`src/rtl/seq_multiplier.sv`:
```
// Iterative signed multiplier: radix-2 shift-add on operand magnitudes over n cycles,
// followed by a sign-correction cycle that produces the low n bits and the overflow flag.
module seq_multiplier #(
  parameter int n = 24
) (
  input  logic         clk,
  input  logic         rst,
  input  logic         start,
  input  logic [n-1:0] A,
  input  logic [n-1:0] B,
  output logic         busy,
  output logic         done,
  output logic [n-1:0] out,
  output logic         overflow,
  output logic         car,
  output logic [1:0]   dbg_state
);

  localparam int CW = $clog2(n + 1);

  // Handshake: start is honoured only in IDLE; busy is high while RUN/FIX;
  // done pulses for one cycle (busy low) and out/overflow hold until the next done.
  typedef enum logic [1:0] {IDLE, RUN, FIX} state_t;

  state_t           state, state_nxt;
  logic [2*n-1:0]   mcand, acc, prod;
  logic [n-1:0]     mplier, a_mag, b_mag;
  logic [CW-1:0]    cnt;
  logic             sign;
  logic [n:0]       prod_hi;
  logic             ovf_nxt;

  // Magnitude of the most negative value wraps to 2^(n-1), which is correct as unsigned.
  assign a_mag   = A[n-1] ? (~A + 1'b1) : A;
  assign b_mag   = B[n-1] ? (~B + 1'b1) : B;
  assign prod    = sign ? (~acc + 1'b1) : acc;
  assign prod_hi = prod[2*n-1:n-1];
  assign ovf_nxt = !((prod_hi == '0) || (prod_hi == '1));

  assign busy      = (state != IDLE);
  assign car       = 1'b0;
  assign dbg_state = state;

  always_ff @(posedge clk) begin
    if (rst) state <= IDLE;
    else     state <= state_nxt;
  end

  always_comb begin
    state_nxt = state;
    case (state)
      IDLE:    if (start) state_nxt = RUN;
      RUN:     if (cnt == CW'(1)) state_nxt = FIX;
      FIX:     state_nxt = IDLE;
      default: state_nxt = IDLE;
    endcase
  end

  always_ff @(posedge clk) begin
    if (rst) begin
      done     <= 1'b0;
      out      <= '0;
      overflow <= 1'b0;
      mcand    <= '0;
      mplier   <= '0;
      acc      <= '0;
      sign     <= 1'b0;
      cnt      <= '0;
    end else begin
      done <= 1'b0;
      case (state)
        IDLE: begin
          if (start) begin
            mcand  <= {{n{1'b0}}, a_mag};
            mplier <= b_mag;
            acc    <= '0;
            sign   <= A[n-1] ^ B[n-1];
            cnt    <= CW'(n);
          end
        end
        RUN: begin
          if (mplier[0]) acc <= acc + mcand;
          mcand  <= mcand << 1;
          mplier <= mplier >> 1;
          cnt    <= cnt - 1'b1;
        end
        FIX: begin
          out      <= prod[n-1:0];
          overflow <= ovf_nxt;
          done     <= 1'b1;
        end
        default: ;
      endcase
    end
  end

endmodule

```
`config.mk`:
```
export PLATFORM = sky130hd
export DESIGN_NAME = seq_multiplier
export DESIGN_NICKNAME = d
export VERILOG_FILES = /design/src/rtl/seq_multiplier.sv
export SDC_FILE = /design/constraint.sdc
export NUM_CORES = 1
export LEC_CHECK = 0
export ABC_AREA = 0
export BUFFER_PORTS_ARGS = -buffer_cell sky130_fd_sc_hd__buf_2
export CORE_MARGIN = 3
export CORE_UTILIZATION = 42
export DETAILED_ROUTE_END_ITERATION = 7
export HOLD_SLACK_MARGIN = 0.08
export MAX_ROUTING_LAYER = met4
export PLACE_DENSITY = 0.64
export SYNTH_ARGS = -nofsm -noshare
export SYNTH_HDL_FRONTEND = slang
export SYNTH_SLANG_ARGS = --single-unit
```
`constraint.sdc`:
```
create_clock -name clk -period 6 [get_ports clk]
set_input_delay 0.3 -clock clk [delete_from_list [all_inputs] [get_ports clk]]
set_output_delay 0.3 -clock clk [all_outputs]
set_load 0.05 [all_outputs]
```
Word level (Yosys, flattened, before mapping)
Index checks and enable logic that the tools add are counted.
{"block": "classes", "n_reduce_logical": 10, "addsub": 5, "eq_ne": 7, "n_bitwise": 4, "mux": 16}
{"operator": "2-to-1 mux 48 bit", "n": 4}
{"operator": "one-hot mux 48 bit (2 select lines)", "n": 2}
{"operator": "2-to-1 mux 24 bit", "n": 3}
{"operator": "adder 24 x 1 -> 24 bit (second input constant)", "n": 2}
{"operator": "adder 48 x 1 -> 48 bit (second input constant)", "n": 1}
{"operator": "adder 48 bit", "n": 1}
{"operator": "inverter 24 bit", "n": 2}
{"operator": "inverter 48 bit", "n": 1}
{"operator": "one-hot mux 24 bit (2 select lines)", "n": 1}
{"operator": "equality test 25 bit (second input constant)", "n": 1}
{"operator": "zero test 25 bit", "n": 1}
{"operator": "one-hot mux 5 bit (2 select lines)", "n": 1}
{"operator": "!= test 2 bit (second input constant)", "n": 3}
{"operator": "AND reduction 2 bit", "n": 3}
{"operator": "equality test 5 x 1 -> 1 bit (second input constant)", "n": 1}
{"operator": "2-to-1 mux 5 bit", "n": 1}
{"operator": "subtractor 5 x 1 -> 5 bit (second input constant)", "n": 1}
{"operator": "2-to-1 mux 2 bit", "n": 2}
{"operator": "one-hot mux 2 bit (2 select lines)", "n": 1}
{"operator": "nonzero test 2 bit", "n": 2}
{"operator": "AND reduction 3 bit", "n": 1}
{"operator": "equality test 2 x 1 -> 1 bit (second input constant)", "n": 1}
{"operator": "equality test 2 bit (second input constant)", "n": 1}
{"operator": "zero test 2 bit", "n": 1}
{"operator": "other kinds (4)", "n": 4}
{"block": "word_totals", "register_bits": 154, "inputBits": 51, "out_inout_bits": 30, "word_cells": 51}

Depth between registers and ports, before layout
{"block": "depth", "word_depth": 6, "mapped_depth": 12, "mapped_depth_nobuf": 12}

Worst setup path after synthesis
OpenSTA, ideal clock, no wires.
{"block": "synth_timing", "kind": "reg-to-reg", "startpoint": "reg acc[0]", "endpoint": "reg acc[40]", "path_stages_with_launch": 13, "path_slack_ps": 3067, "arrival_time_ps": 2811, "synth_period_minus_slack_ps": 2933, "t_required_ps": 5878, "setup_time_ps": 122, "n_path_buf": 0, "cell_sequence": "dfxtp_1 > ha_1 > fa_1 > a21oi_1 > o211ai_1 > a21oi_1 > a21oi_1 > a41oi_1 > o211ai_1 > a21oi_1 > a31o_2 > mux2i_1 > a221o_1"}
{"block": "synth_via", "elab_chain_cells": 3}
{"item": "start: declaration", "line": "26", "text": "logic [2*n-1:0] mcand, acc, prod;"}
{"item": "start signal: assignment", "line": "82", "text": "if (mplier[0]) acc <= acc + mcand;"}
{"item": "adder 48 bit", "line": "82"}
{"item": "2-to-1 mux 48 bit", "line": "82"}
{"item": "one-hot mux 48 bit (2 select lines)", "line": "71", "text": "case (state)"}
No other way between the ends. The select of a mux whose other input is x is not followed.
A chain may end at the register's enable or synchronous reset.

Final worst setup path
Same ends and word-level chain as after synthesis.

==> insert_results.sql <==
INSERT INTO impl_metrics (metric_group, metric, value, unit) VALUES
('outcome', 'status', 'complete, no violations', ''),
('grt', 'gr-total-overflow', '0', ''),
('layout', 'non_filler_instance_count_after_layout', '1663', ''),
('layout', 'antennaDiodeCount', '0', ''),
('clocking', 'cts_post_setup_buffers_inserted', '0', ''),
('worst_setup_path', 'critical-path-top-cell-by-count', 'sky130_fd_sc_hd__a21oi_1', ''),
('power', 'leakage', '4.49', 'nW'),
('worst_setup_path', 'crit_type', 'reg -> reg', ''),
('worst_setup_path', 'critical_path.cell_chain', 'ha_1, fa_1, a21oi_1, o211ai_1, a21oi_1, a21oi_1, a41oi_1, o211ai_1, a21oi_1, a31o_2, mux2i_1, a221o_1', ''),
('floorplanning', 'die_height', '161', 'um'),
('drt', 'vias_per_cell', '5.60', ''),
('logic_synthesis', 'post-synth-top-area-fraction', '30.4', '%'),
('logic_synthesis', 'ys_seq_area_share', '30.4', '%'),
('worst_setup_path', 'crit_buf_inv', '0', ''),
('clocking', 'ctsHoldBuffers', '0', ''),
('logic_synthesis', 'yosys_warnings', '0', ''),
('power', 'power_switching', '0.681', 'mW'),
('sta', 'worst_case_clock_skew', '0.0114', 'ns'),
('logic_synthesis', 'synth_top_flop_cell', 'sky130_fd_sc_hd__dfxtp_1', ''),
('sta', 'fmax', '285', 'MHz'),
('grt', 'global_route_wire_length_before_repair', '42.3', 'mm'),
('logic_synthesis', 'synth_instances', '1297', ''),
('clocking', 'clkLatencyLatePin', '0.42', 'ns'),
('floorplanning', 'coreArea', '0.0236', 'mm2'),
('sta', 'grt_setup_unrepaired', 'no', ''),
('placed_design', 'place.detailed.instances', '1631', ''),
('placed_design', 'dpl.hpwl', '18.9', 'mm'),
('logic_synthesis', 'area_contributors_post_synth', 'sky130_fd_sc_hd__dfxtp_1 (30%), sky130_fd_sc_hd__xnor2_1 (6.6%), sky130_fd_sc_hd__a21oi_1 (6.5%)', ''),
('drt', 'drt_iter0_drc', '584', ''),
('clocking', 'number_of_buffers_created_by_cts', '17', ''),
('worst_setup_path', 'rr_startpoint', 'acc[0]', ''),
('drt', 'drt_drc_violations_left', '0', ''),
('layout', 'multiInputGateArea', '0.00663', 'mm2'),
('sta', 'min_period', '3.51', 'ns'),
('grt', 'grt_max_degree', '87', ''),
('sta', 'setup_viol', '0', ''),
('grt', 'antenna_found_initial', '0', ''),
('worst_setup_path', 'cp-startpoint', 'acc[0]', ''),
('floorplanning', 'rows', '56', ''),
('power', 'vdd_ir_drop_max', '128', 'uV'),
('sta', 'setup_tns', '0', 'ns'),
('logic_synthesis', 'synthesis.area', '0.0102', 'mm2'),
('worst_setup_path', 'critPathTopFamily', 'compound AO/OA/AOI/OAI gates', ''),
('layout', 'final_layout_net_count', '1435', ''),
('min_path', 'worstHoldStart', 'A[0]', ''),
('logic_synthesis', 'synthArstFlopShare', '0', '%'),
('flow_run', 'timing.max_cap.violations', '0', ''),
('floorplanning', 'total_i_o_pin_count', '81', ''),
('clocking', 'worst_setup_hold_path_clk_slew', '0.06', 'ns'),
('power', 'internal_power', '1.94', 'mW'),
('sta', 'final_max_slew_viol_count', '0', ''),
('logic_synthesis', 'synth_edf_count', '0', ''),
('power', 'power-per-cell-area', '231', 'mW/mm2'),
('power', 'p_comb_share', '13.1', '%'),
('floorplanning', 'initial_core_utilization', '43.0', '%'),
('worst_setup_path', 'worstSetupEndpointType', 'flip-flop', ''),
('sta', 'min_period_over_period', '58.5', '%'),
('placed_design', 'buffer_ports.inserted', '79', ''),
('layout', 'register_area', '0.00308', 'mm2'),
('logic_synthesis', 'ys_types', '74', ''),
('worst_setup_path', 'crit_slowest_cell', 'sky130_fd_sc_hd__dfxtp_1', ''),
('grt', 'grtUsageTotal', '19.9', '%'),
('logic_synthesis', 'postSynthNetCount', '1401', ''),
('sta', 'worst_pin_slew', '0.960', 'ns'),
('clocking', 'ctsLongestPathBuffers', '2', ''),
('drt', 'dr_total_vias', '9314', ''),
('clocking', 'cts-htree-levels', '4', ''),
('power', 'pwr-share-clk', '45.3', '%'),
('placed_design', 'routabilityCongestion', '0.950', ''),
('logic_synthesis', 'postSynthAreaPerCell', '7.83', 'um2'),
('clocking', 'cts_repair_resize_count', '0', '');
worst min-delay path, cell delays in order:
cell and delay [ns]:
sky130_fd_sc_hd__buf_2 0.12, sky130_fd_sc_hd__nand2_1 0.06, sky130_fd_sc_hd__a21oi_1 0.05
layout by cell type (no fill, tap or decap), drive strengths merged, types with 12 or more instances in the layout:
cell type and n:
clkbuf 21, nor2 113, or3 15, nand3 46, o21ai 82, xnor2 76, nand4 15, nor4 13
ha 52, a22oi 62, a21oi 132, or4 12, buf 90, nor3 26, inv 28, a21o 23
dfxtp 154, o31ai 26, o41ai 12, a211oi 28, xor2 47, nand2 157
stage by stage:
step | setup WS, ns | utilization (%) | power, mW | hold slack [ns] | instance area [um2]
2_1_floorplan | 3.07 | - | 1.36 | 0.434 | 10200
3_3_place_gp | 2.59 | 45.3 | 1.45 | 0.440 | 10700
3_5_place_dp | 2.53 | 45.3 | 1.45 | 0.446 | 10700
4_1_cts | 2.53 | 48.1 | 2.64 | 0.141 | 11400
5_1_grt | 2.21 | 48.1 | 2.73 | 0.178 | 11400
6_report | 2.49 | 48.1 | 2.62 | 0.155 | 11400
flip-flops by register name, summed over array words and instances, names as in the netlist:
signal / flops
acc: 48
cnt: 5
dbg_state: 2
done: 1
mcand: 48
mplier: 24
out: 24
overflow: 1
sign: 1
layout make-up:
cell class,instances,share of cell area (%)
flip-flops and latches,154,27.2
repair buffers,90,4.23
clock inverters,11,1.70
multi-input cells,1040,58.4
clock buffers,21,4.06
inverters,28,0.926
well taps,319,3.52
path summary, 6_finish.rpt:
kind	end	cells after the start	slack, ns
worst max-delay path	acc[40]	12	2.49
worst min register to register	out[0]	2	0.45
worst min-delay path	mcand[0]	3	0.16
worst max register to register	acc[40]	12	2.49
kinds of logic (layout without fill, tap and decap cells):
| logic type | count (synthesis) | in the layout | share of synthesized area (%) |
|---|---|---|---|
| simple gates | 441 | 441 | 21.3 |
| compound gates | 416 | 416 | 26.0 |
| flops | 154 | 154 | 30.4 |
| xor+xnor | 123 | 123 | 10.6 |
| buf+inv | 103 | 150 | 4.42 |
| fa+ha+maj | 53 | 53 | 6.61 |
| mux | 6 | 6 | 0.616 |
| other cells | 1 | 1 | 0.0369 |
power by group through the flow:
stage | Clock (mW) | Combinational [mW] | Sequential (mW)
3_5_place_dp | 0 | 0.342 | 1.11
3_3_place_gp | 0 | 0.340 | 1.11
2_1_floorplan | 0 | 0.253 | 1.11
6_report | 1.19 | 0.343 | 1.09
4_1_cts | 1.21 | 0.344 | 1.09
5_1_grt | 1.26 | 0.383 | 1.09
synthesized netlist by cell type, drive strengths merged (2+ instances only):
master and number:
a211oi 28, a21o 23, a21oi 132, a221oi 7, a22oi 62, a311oi 2, a31o 2, a31oi 9
a32oi 3, a41oi 2, and2 4, and3 3, and4b 2, buf 14, clkbuf 61, dfxtp 154
ha 52, inv 28, mux2 2, mux2i 4, nand2 157, nand2b 9, nand3 46, nand3b 4
nand4 15, nand4b 3, nor2 113, nor2b 6, nor3 26, nor3b 3, nor4 13, o211ai 5
o21a 6, o21ai 82, o21bai 5, o22ai 2, o31ai 26, o41ai 12, or2 5, or3 15
or4 12, xnor2 76, xor2 47
metal layers:
metal / wire (um) / track usage, % / part of all wire (%)
met1: 13200 / 29.1 / 51
met2: 10600 / 28.4 / 41
met3: 1760 / 3.69 / 6.8
met4: 278 / 4.85 / 1.1
met5: 0 / - / 0
(Power assumes the default switching activity.)
